--- config.mk ---
export PLATFORM = sky130hd
export DESIGN_NAME = alu_seq
export DESIGN_NICKNAME = d
export VERILOG_FILES = /design/src/rtl/riscv_pkg.sv /design/src/rtl/alu_iter_unit.sv /design/src/rtl/alu_seq.sv
export SDC_FILE = /design/constraint.sdc
export NUM_CORES = 1
export LEC_CHECK = 0
export BUFFER_PORTS_ARGS = -buffer_cell sky130_fd_sc_hd__buf_2
export CAP_MARGIN = 20
export CELL_PAD_IN_SITES_DETAIL_PLACEMENT = 0
export CELL_PAD_IN_SITES_GLOBAL_PLACEMENT = 1
export CORE_MARGIN = 5
export CORE_UTILIZATION = 45
export CTS_BUF_LIST = sky130_fd_sc_hd__clkbuf_16
export DETAILED_ROUTE_END_ITERATION = 8
export PLACE_DENSITY_LB_ADDON = 0.08
export SLEW_MARGIN = 40
export SYNTH_ARGS = -nofsm -noshare
export SYNTH_HDL_FRONTEND = slang
export SYNTH_HIERARCHICAL = 1
export SYNTH_SLANG_ARGS = --single-unit
--- constraint.sdc ---
create_clock -name clk -period 3.04 [get_ports clk]
set_clock_uncertainty 0.2 [all_clocks]
set_input_delay 0.304 -clock clk [delete_from_list [all_inputs] [get_ports clk]]
set_output_delay 0.304 -clock clk [all_outputs]
set_load 0.05 [all_outputs]
--- src/rtl/riscv_pkg.sv ---
// Shared ALU definitions: one-hot op indices, FSM states and iteration-unit op codes.
package riscv_pkg;

    // One-hot bit positions within cmd_i
    localparam int unsigned ALU_ADD  = 0;
    localparam int unsigned ALU_SUB  = 1;
    localparam int unsigned ALU_SLT  = 2;
    localparam int unsigned ALU_SLTU = 3;
    localparam int unsigned ALU_AND  = 4;
    localparam int unsigned ALU_OR   = 5;
    localparam int unsigned ALU_XOR  = 6;
    localparam int unsigned ALU_SLL  = 7;
    localparam int unsigned ALU_SRL  = 8;
    localparam int unsigned ALU_SRA  = 9;
    localparam int unsigned ALU_MUL  = 10;

    // Width stays fixed whether or not the multiplier is built
    localparam int unsigned NB_ALU_OP = 11;

    typedef enum logic [1:0] {IDLE, SHIFT, MUL, DONE} alu_seq_state_t;

    typedef enum logic [1:0] {ITER_SLL, ITER_SRL, ITER_SRA, ITER_MUL} iter_op_t;

endpackage

--- src/rtl/alu_iter_unit.sv ---
// Iterative datapath for alu_seq: one shift bit, or one shift-add multiplier step, per enable.
// The multiplier registers exist only when ALU_MUL_EN is defined.
module alu_iter_unit
    import riscv_pkg::*;
#(
    parameter int unsigned XLEN = 32,
    parameter int unsigned SHW  = $clog2(XLEN)
) (
    input  logic            clk,
    input  logic            reset_n,
    input  logic            start_i,
    input  iter_op_t        op_i,
    input  logic [XLEN-1:0] a_i,
    input  logic [XLEN-1:0] b_i,
    input  logic [SHW-1:0]  shamt_i,
    input  logic            en_i,
    output logic [XLEN-1:0] result_o,
    output logic            last_o
);

    iter_op_t        op_q;
    logic [SHW:0]    cnt_q;
    logic [XLEN-1:0] work_q;
    logic [XLEN-1:0] work_step;

`ifdef ALU_MUL_EN
    logic [XLEN-1:0] mcand_q;
    logic [XLEN-1:0] mplier_q;
`else
    logic unused_b;
    assign unused_b = ^b_i;
`endif

    // Value of the working register after one more step; also the final result on the last step
    always_comb begin
        work_step = work_q;
        case (op_q)
            ITER_SLL: work_step = {work_q[XLEN-2:0], 1'b0};
            ITER_SRL: work_step = {1'b0, work_q[XLEN-1:1]};
            ITER_SRA: work_step = {work_q[XLEN-1], work_q[XLEN-1:1]};
`ifdef ALU_MUL_EN
            ITER_MUL: work_step = mplier_q[0] ? (work_q + mcand_q) : work_q;
`endif
            default:  work_step = work_q;
        endcase
    end

    assign result_o = work_step;
    assign last_o   = (cnt_q == (SHW+1)'(1));

    // Load operands on start, then step and count down on each enable
    always_ff @(posedge clk or negedge reset_n) begin
        if (!reset_n) begin
            op_q     <= ITER_SLL;
            cnt_q    <= '0;
            work_q   <= '0;
`ifdef ALU_MUL_EN
            mcand_q  <= '0;
            mplier_q <= '0;
`endif
        end else if (start_i) begin
            op_q <= op_i;
`ifdef ALU_MUL_EN
            if (op_i == ITER_MUL) begin
                cnt_q    <= (SHW+1)'(XLEN);
                work_q   <= '0;
                mcand_q  <= a_i;
                mplier_q <= b_i;
            end else begin
                cnt_q  <= {1'b0, shamt_i};
                work_q <= a_i;
            end
`else
            cnt_q  <= {1'b0, shamt_i};
            work_q <= a_i;
`endif
        end else if (en_i) begin
            cnt_q  <= cnt_q - (SHW+1)'(1);
            work_q <= work_step;
`ifdef ALU_MUL_EN
            mcand_q  <= {mcand_q[XLEN-2:0], 1'b0};
            mplier_q <= {1'b0, mplier_q[XLEN-1:1]};
`endif
        end
    end

endmodule

--- src/rtl/alu_seq.sv ---
// Handshaked execute-stage ALU: single-cycle arithmetic/logic, iterative shifts and,
// when ALU_MUL_EN is defined, an iterative shift-add multiplier. Result is registered.
module alu_seq
    import riscv_pkg::*;
#(
    parameter int unsigned XLEN = 32,
    parameter int unsigned SHW  = $clog2(XLEN)
) (
    input  logic                 clk,
    input  logic                 reset_n,
    input  logic                 valid_i,
    output logic                 ready_o,
    input  logic [NB_ALU_OP-1:0] cmd_i,
    input  logic [XLEN-1:0]      rs1_data_i,
    input  logic [XLEN-1:0]      rs2_data_i,
    input  logic                 flush_i,
    output logic                 valid_o,
    input  logic                 ready_i,
    output logic [XLEN-1:0]      data_o,
    output logic                 busy_o
);

    alu_seq_state_t  state_q, state_d;
    logic [XLEN-1:0] data_q, data_d;
    logic [XLEN-1:0] sc_res;
    logic [XLEN-1:0] iter_res;
    logic [SHW-1:0]  shamt;
    logic            one_hot, legal, is_shift, is_mul, accept;
    logic            iter_start, iter_en, iter_last;
    iter_op_t        iter_op;

    assign one_hot = $onehot(cmd_i);
    assign shamt   = rs2_data_i[SHW-1:0];

`ifdef ALU_MUL_EN
    assign legal  = one_hot;
    assign is_mul = one_hot & cmd_i[ALU_MUL];
`else
    // MUL encoding is kept but decodes as illegal
    assign legal  = one_hot & ~cmd_i[ALU_MUL];
    assign is_mul = 1'b0;
`endif

    assign is_shift = legal & (cmd_i[ALU_SLL] | cmd_i[ALU_SRL] | cmd_i[ALU_SRA]);

    assign ready_o = ~flush_i & ((state_q == IDLE) | ((state_q == DONE) & ready_i));
    assign accept  = valid_i & ready_o;
    assign valid_o = (state_q == DONE);
    assign busy_o  = (state_q == SHIFT) | (state_q == MUL);
    assign data_o  = data_q;

    // Single-cycle result; a zero-amount shift passes operand A straight through
    always_comb begin
        sc_res = '0;
        if (legal) begin
            unique case (1'b1)
                cmd_i[ALU_ADD]:  sc_res = rs1_data_i + rs2_data_i;
                cmd_i[ALU_SUB]:  sc_res = rs1_data_i - rs2_data_i;
                cmd_i[ALU_SLT]:  sc_res = {{(XLEN-1){1'b0}},
                                           $signed(rs1_data_i) < $signed(rs2_data_i)};
                cmd_i[ALU_SLTU]: sc_res = {{(XLEN-1){1'b0}}, rs1_data_i < rs2_data_i};
                cmd_i[ALU_AND]:  sc_res = rs1_data_i & rs2_data_i;
                cmd_i[ALU_OR]:   sc_res = rs1_data_i | rs2_data_i;
                cmd_i[ALU_XOR]:  sc_res = rs1_data_i ^ rs2_data_i;
                cmd_i[ALU_SLL], cmd_i[ALU_SRL], cmd_i[ALU_SRA]: sc_res = rs1_data_i;
                default:         sc_res = '0;
            endcase
        end
    end

    // Map the decoded op onto the iteration unit's step kind
    always_comb begin
        iter_op = ITER_SLL;
        if (is_mul) begin
            iter_op = ITER_MUL;
        end else if (cmd_i[ALU_SRL]) begin
            iter_op = ITER_SRL;
        end else if (cmd_i[ALU_SRA]) begin
            iter_op = ITER_SRA;
        end
    end

    alu_iter_unit #(
        .XLEN (XLEN),
        .SHW  (SHW)
    ) u_iter (
        .clk      (clk),
        .reset_n  (reset_n),
        .start_i  (iter_start),
        .op_i     (iter_op),
        .a_i      (rs1_data_i),
        .b_i      (rs2_data_i),
        .shamt_i  (shamt),
        .en_i     (iter_en),
        .result_o (iter_res),
        .last_o   (iter_last)
    );

    // Next state and result: iterate, drain, dispatch accepted requests, flush wins over all
    always_comb begin
        state_d    = state_q;
        data_d     = data_q;
        iter_start = 1'b0;
        iter_en    = 1'b0;
        case (state_q)
            SHIFT, MUL: begin
                iter_en = 1'b1;
                if (iter_last) begin
                    state_d = DONE;
                    data_d  = iter_res;
                end
            end
            DONE: begin
                if (ready_i) begin
                    state_d = IDLE;
                end
            end
            default: ;
        endcase
        // accept implies IDLE or a draining DONE, so this never collides with iteration
        if (accept) begin
            if (is_shift && (shamt != '0)) begin
                state_d    = SHIFT;
                iter_start = 1'b1;
            end else if (is_mul) begin
                state_d    = MUL;
                iter_start = 1'b1;
            end else begin
                state_d = DONE;
                data_d  = sc_res;
            end
        end
        if (flush_i) begin
            state_d = IDLE;
            data_d  = data_q;
            iter_en = 1'b0;
        end
    end

    // State and output result registers
    always_ff @(posedge clk or negedge reset_n) begin
        if (!reset_n) begin
            state_q <= IDLE;
            data_q  <= '0;
        end else begin
            state_q <= state_d;
            data_q  <= data_d;
        end
    end

endmodule

### Word-level counts from Yosys, hierarchy flattened

Cells that the tools add are included.

| storage, ports and cells | value |
|---|---|
| register bits after elaboration | 74 |
| input port bits | 80 |
| output and inout port bits | 35 |
| word-level logic and storage cells | 75 |

| operators by class | value |
|---|---|
| $add $sub $neg | 13 |
| magnitude comparators | 2 |
| equality and inequality tests | 9 |
| muxes and demuxes | 23 |
| bitwise operators | 14 |
| reduce and logical (&&, ||, !) cells | 9 |

Operators by type and width:

| cell | number |
|---|---|
| one-hot mux 32 bit (8 select lines) | 1 |
| 2-to-1 mux 32 bit | 7 |
| one-hot mux 32 bit (3 select lines) | 1 |
| < comparator 32 bit | 2 |
| adder 32 bit | 1 |
| bitwise AND 32 bit | 1 |
| OR 32 bit | 1 |
| subtractor 32 bit | 1 |
| XOR 32 bit | 1 |
| 2-to-1 mux 2 bit | 7 |
| 2-to-1 mux 6 bit | 2 |
| adder 1 x 1 -> 2 bit | 5 |
| adder 2 x 2 -> 3 bit | 2 |
| equality test 2 bit, second input constant | 3 |
| equality test 6 x 1 -> 1 bit, second input constant | 1 |
| subtractor 6 x 1 -> 6 bit, second input constant | 1 |
| bitwise AND 1 bit | 5 |
| nonzero test 5 bit | 1 |
| adder 3 x 3 -> 4 bit | 1 |
| adder 4 x 3 -> 4 bit | 1 |
| equality test 2 x 1 -> 1 bit, second input constant | 2 |
| equality test 4 x 1 -> 1 bit, second input constant | 1 |
| logical NOT 2 bit | 2 |
| 2-to-1 mux 1 bit | 4 |
| 12 further kinds | 16 |

### Depth between registers and ports, before layout

| depth | value |
|---|---|
| depth in word-level cells | 11 |
| depth in mapped cells | 18 |
| mapped depth without buffers | 17 |

### Modules after synthesis

The synthesis kept the hierarchy.

Modules (own cells, without submodules):

| module | instances | cells an instance | area an instance (um^2) | sequential area each (um^2) |
|---|---|---|---|---|
| alu_seq | 1 | 999 | 7444.6 | 850.8 |
| alu_iter_unit | 1 | 321 | 3010.4 | 1001.0 |

### Worst setup path after synthesis

Ideal clock, no wire load.

| timing path | value |
|---|---|
| kind | input to register |
| start point | in cmd_i[5] |
| end point | reg data_q[27] (netlist: data_o[27]) |
| setup time | 0.086 ns |
| arrival time | 4.172 ns |
| required time | 2.754 ns |
| slack | -1.418 ns |
| stages on the path | 17 |
| buffers on the path | 0 |
| cell sequence | fa_1 > fa_1 > inv_1 > fa_1 > inv_1 > fa_1 > inv_1 > fa_1 > a2111o_1 > a211oi_4 > a31oi_4 > nor3_2 > a22o_1 > a211oi_2 > a21boi_1 > o2111a_1 > nor3_1 |

| on the way | value |
|---|---|
| longest elaborated chain between the ends | 10 |
| elaborated cells between the ends (all ways) | 12 |
| classes of those cells | add/sub: 4; eq/ne: 1; mux: 4; bitwise: 2; reduce/logical: 1 |

Ends and longest elaborated chain:

| item | line | source |
|---|---|---|
| start: declaration | alu_seq.sv:13 | `input logic [NB_ALU_OP-1:0] cmd_i,` |
| adder 1 x 1 -> 2 bit (implied by the code) | alu_seq.sv:32 | `assign one_hot = $onehot(cmd_i);` |
| adder 2 x 2 -> 3 bit (implied by the code) | alu_seq.sv:32 |  |
| adder 3 x 3 -> 4 bit (implied by the code) | alu_seq.sv:32 |  |
| adder 4 x 3 -> 4 bit (implied by the code) | alu_seq.sv:32 |  |
| equality test 4 x 1 -> 1 bit | alu_seq.sv:32 |  |
| bitwise AND 1 bit | alu_seq.sv:40 | `assign legal = one_hot & ~cmd_i[ALU_MUL];` |
| bitwise AND 1 bit | alu_seq.sv:44 | `assign is_shift = legal & (cmd_i[ALU_SLL] \| cmd_i[ALU_SRL] \| cmd_i[ALU_SRA]);` |
| logical AND 1 bit | alu_seq.sv:122 | `if (is_shift && (shamt != '0)) begin` |
| 2-to-1 mux 32 bit (*) | alu_seq.sv:122 |  |
| 2-to-1 mux 32 bit (*) | alu_seq.sv:121 | `if (accept) begin` |
| end signal: assignment | alu_seq.sv:147 | `data_q <= data_d;` |
| end: declaration | alu_seq.sv:24 | `logic [XLEN-1:0] data_q, data_d;` |

Mark *: on every way between the ends. The rest lies on a longest branch, timed or not.
A chain may end at the register's enable or synchronous reset.

### Final worst setup path

| timing path | value |
|---|---|
| start point | in cmd_i[9] |
| end point | reg data_q[27] (netlist: data_o[27]) |

| on the way | value |
|---|---|
| longest elaborated chain between the ends | 9 |
| elaborated cells between the ends (all ways) | 13 |
| classes of those cells | add/sub: 3; eq/ne: 1; mux: 4; bitwise: 3; reduce/logical: 2 |

Ends and longest elaborated chain:

| item | line |
|---|---|
| adder 1 x 1 -> 2 bit (implied by the code) | alu_seq.sv:32 |
| adder 2 x 1 -> 3 bit (implied by the code) | alu_seq.sv:32 |
| adder 4 x 3 -> 4 bit (implied by the code) | alu_seq.sv:32 |
| equality test 4 x 1 -> 1 bit | alu_seq.sv:32 |
| bitwise AND 1 bit | alu_seq.sv:40 |
| bitwise AND 1 bit | alu_seq.sv:44 |
| logical AND 1 bit | alu_seq.sv:122 |
| 2-to-1 mux 32 bit (*) | alu_seq.sv:122 |
| 2-to-1 mux 32 bit (*) | alu_seq.sv:121 |

Marks and branches as above.

==> flow_summary.yaml <==
run_status:
  status: "finished with violations"
  failed_checks: "negative setup slack"
die:
  die_area_mm2: 0.0264
  die_h_um: 162
  start_util: 0.459
  core_area_mm2: 0.0228
  io_pins: 115
  fp.dieW_um: 162
  row_count: 55
placed_design:
  portBuffers: 114
  place_congestion: 0.984
  hpwl_mm: 31.4
setup_path:
  cp-start-kind: "input port"
  cp_data_required_time_ns: 3.09
  worst-setup-path-type: "in -> reg"
  worstPathArrival_ns: 4.34
  cpMostUsedCell: "fa_1"
  critPathSlowestCell: "fa_1"
  crit_chain: "buf_8, fa_1, fa_1, inv_1, fa_1, inv_2, fa_2, inv_2, fa_2, a2111o_1, a211oi_4, a31oi_4, o21ai_4, a22o_1, a211oi_2, a21boi_2, o2111a_1, nor3_1"
  cpPeakStageDelay_ns: 0.51
  crit_fanout: 4
  critPathCaptureType: "flop"
synth:
  syn_inst: 1320
  syn-mean-instance-area_um2: 7.92
  yosys_warnings: 6
  ys_async_sr_fraction: 1.00
  synth_edf_count: 0
  ys.flop_type: "dfrtp_1"
  yosys.cell_types.count: 94
  ys_ff_latch: 74
  netlist_area_mm2: 0.0105
  syn-num-nets: 1518
  yosysSeqAreaShare: 0.177
clocking:
  clock_latency_ns: 0.34
  cts-root-buf: "clkbuf_16"
  clk_pin_slew_worst_paths_ns: 0.06
  cts_buffers: 9
  clkSinkCount: 74
  cts.path.max_buffers: 2
  cts_tree: "built"
  htree_levels: 3
finish:
  fill_cells: 2062
  diodes: 0
  nNetsFinal: 1877
  syn_to_final_growth_pct: 36.1
  multi_input_area_mm2: 0.00801
  layout-drive-gt1-share: 0.322
  regArea_mm2: 0.00186
grt:
  grt_pass1_wl_mm: 61.5
  grt_pass1_vias: 11222
  antenna_found_initial: 0
  grt_max_degree: 75
  grt_overflow: 0
  grt_usage: 0.294
detailed_routing:
  antenna_left: 0
  wire_per_inst_um: 20.4
  vias_per_cell: 5.81
  wl_mm: 40.8
  drc: 0
  dr.pass1.iters: 5
  num_vias: 11591
  drtIter0Drc: 1031
sta:
  slew_headroom: 0.534
  period_needed_ns: 4.28
  finalCritPeriodShare: 1.41
  maxSlewViolCount: 0
  fmax_mhz: 233
  tns_ns: -82.08
  rsz0062_at_grt: "true"
  worst-slew-pin-transition_ns: 0.699
  worst_slack_ns: -1.24
  setup_violations: 73
  hold_viol_final: 0
hold_path:
  min_path_type: "in -> reg"
pwr:
  power_density_mw_per_mm2: 483
  p_leak_nw: 6.83
  fin_total_pwr_w: 0.00688
  vdd_drop_max_v: 0.000306
job:
  maxCapViolCount: 0
## final timing paths
path / cells after the start / start / slack (ns) / to
max: 18 / cmd_i[9] / -1.24 / data_o[27]$_DFFE_PN0N_
min: 3 / rs1_data_i[31] / 0.09 / u_iter/work_q[31]$_DFFE_PN0P_
max reg2reg: 11 / u_iter/cnt_q[2]$_DFFE_PN0P_ / 0.20 / data_o[21]$_DFFE_PN0N_
min reg2reg: 2 / data_o[6]$_DFFE_PN0N_ / 0.28 / data_o[6]$_DFFE_PN0N_
max in group asynchronous: 2 / reset_n / 1.74 / u_iter/op_q[0]$_DFFE_PN0P_
min in group asynchronous: 2 / reset_n / 0.36 / u_iter/cnt_q[4]$_DFFE_PN0P_
## state kept, by name, summed over array words and instances, names as in the netlist
name and flops:
u_iter/work_q 32, state_q 2, u_iter/op_q 2, u_iter/cnt_q 6, data_o 32
## routing by layer
metal / wire length, um / track usage
met1: 17800 / 0.418
met2: 18100 / 0.459
met3: 3730 / 0.0478
met4: 1110 / 0.0888
met5: 0 / 0
## logic make-up (layout without fill, tap and decap cells)
group | count (synthesis) | in the layout | synth area share
xor gates and xnor gates | 41 | 41 | 0.0343
muxes | 96 | 96 | 0.0923
AOI/OAI and AO/OA | 455 | 455 | 0.307
buffers and inverters | 201 | 563 | 0.0839
and+or+nand+nor | 335 | 336 | 0.158
adders and majority gates | 118 | 118 | 0.148
DFF | 74 | 74 | 0.177
## report_power, final
part	internal (W)	total (W)	switching, W
Clock	0.000534	0.000933	0.000399
Sequential	0.00130	0.00173	0.000422
Combinational	0.00180	0.00422	0.00242
Total	0.00364	0.00688	0.00324
## layout by cell type (no fill, tap or decap), types with 7 or more instances in the layout
cell type	instances
o211ai_1	13
o21bai_1	12
o31ai_1	14
o21ai_1	38
nand4_1	11
o21ai_2	9
a31oi_1	13
clkbuf_16	15
o21ai_0	75
dfrtp_1	72
a211oi_1	9
nor2_1	59
o22ai_1	10
ha_1	109
nand3_1	14
mux2i_1	93
nor3_1	12
nand2_1	131
a221o_1	16
buf_6	22
inv_1	108
a22oi_2	17
a21o_1	42
a21oi_1	81
buf_2	109
xnor2_1	36
a221oi_1	19
nor2b_1	10
nor4_1	10
or3_1	7
nand2b_1	34
a21oi_2	8
buf_4	285
## area by class of cell
| class | count | share of cell area |
|---|---|---|
| Timing Repair Buffer | 434 | 0.231 |
| Clock buffer | 9 | 0.0158 |
| Clock inverter | 6 | 0.00185 |
| Multi-Input combinational cell | 1046 | 0.563 |
| Sequential cell | 74 | 0.130 |
| Inverter | 114 | 0.0308 |
| Tap cell | 313 | 0.0275 |
## cells in the mapped netlist (36+ instances only)
cell type  count  area [um2]
dfrtp_1       74        1850
xnor2_1       36         315
inv_1        111         417
a21oi_1       89         445
o21ai_0      105         526
nor2_1        61         229
nand2b_1      38         238
clkbuf_1      43         161
nand2_1      133         499
ha_1         109        1360
a21o_1        42         315
mux2i_1       93         931
## through the flow
step	std cells	cell area, um2	setup WS (ns)	hold slack (ns)	util
finish	1996	14200	-1.24	0.0890	0.625
floorplan	1320	10600	-1.30	-0.192	-
CTS	1981	13900	-1.22	0.0765	0.610
global placement	1951	13200	-1.53	0.266	0.581
global route	1996	14200	-1.38	0.115	0.625
detailed placement	1951	13200	-1.63	0.174	0.581
## repair_timing
action | in CTS | in global routing
hold endpoints to repair | 74 | 0
cloned | 1 | 8
endpoints found under the setup margin | 73 | 73
hold buffers | 1 | 0
pin swaps | 23 | 19
setup buffers | 13 | 10
gates resized for setup | 76 | 37
## worst max-delay path, delay by kind of cell
family                   cells  cell delay [ns]
buffers and inverters        4             0.27
AND/OR/NAND/NOR              1             0.16
adder cells (fa/ha/maj)      5             1.99
AO/OA/AOI/OAI                8             1.60
No activity file was read; power rests on OpenSTA's default activity.
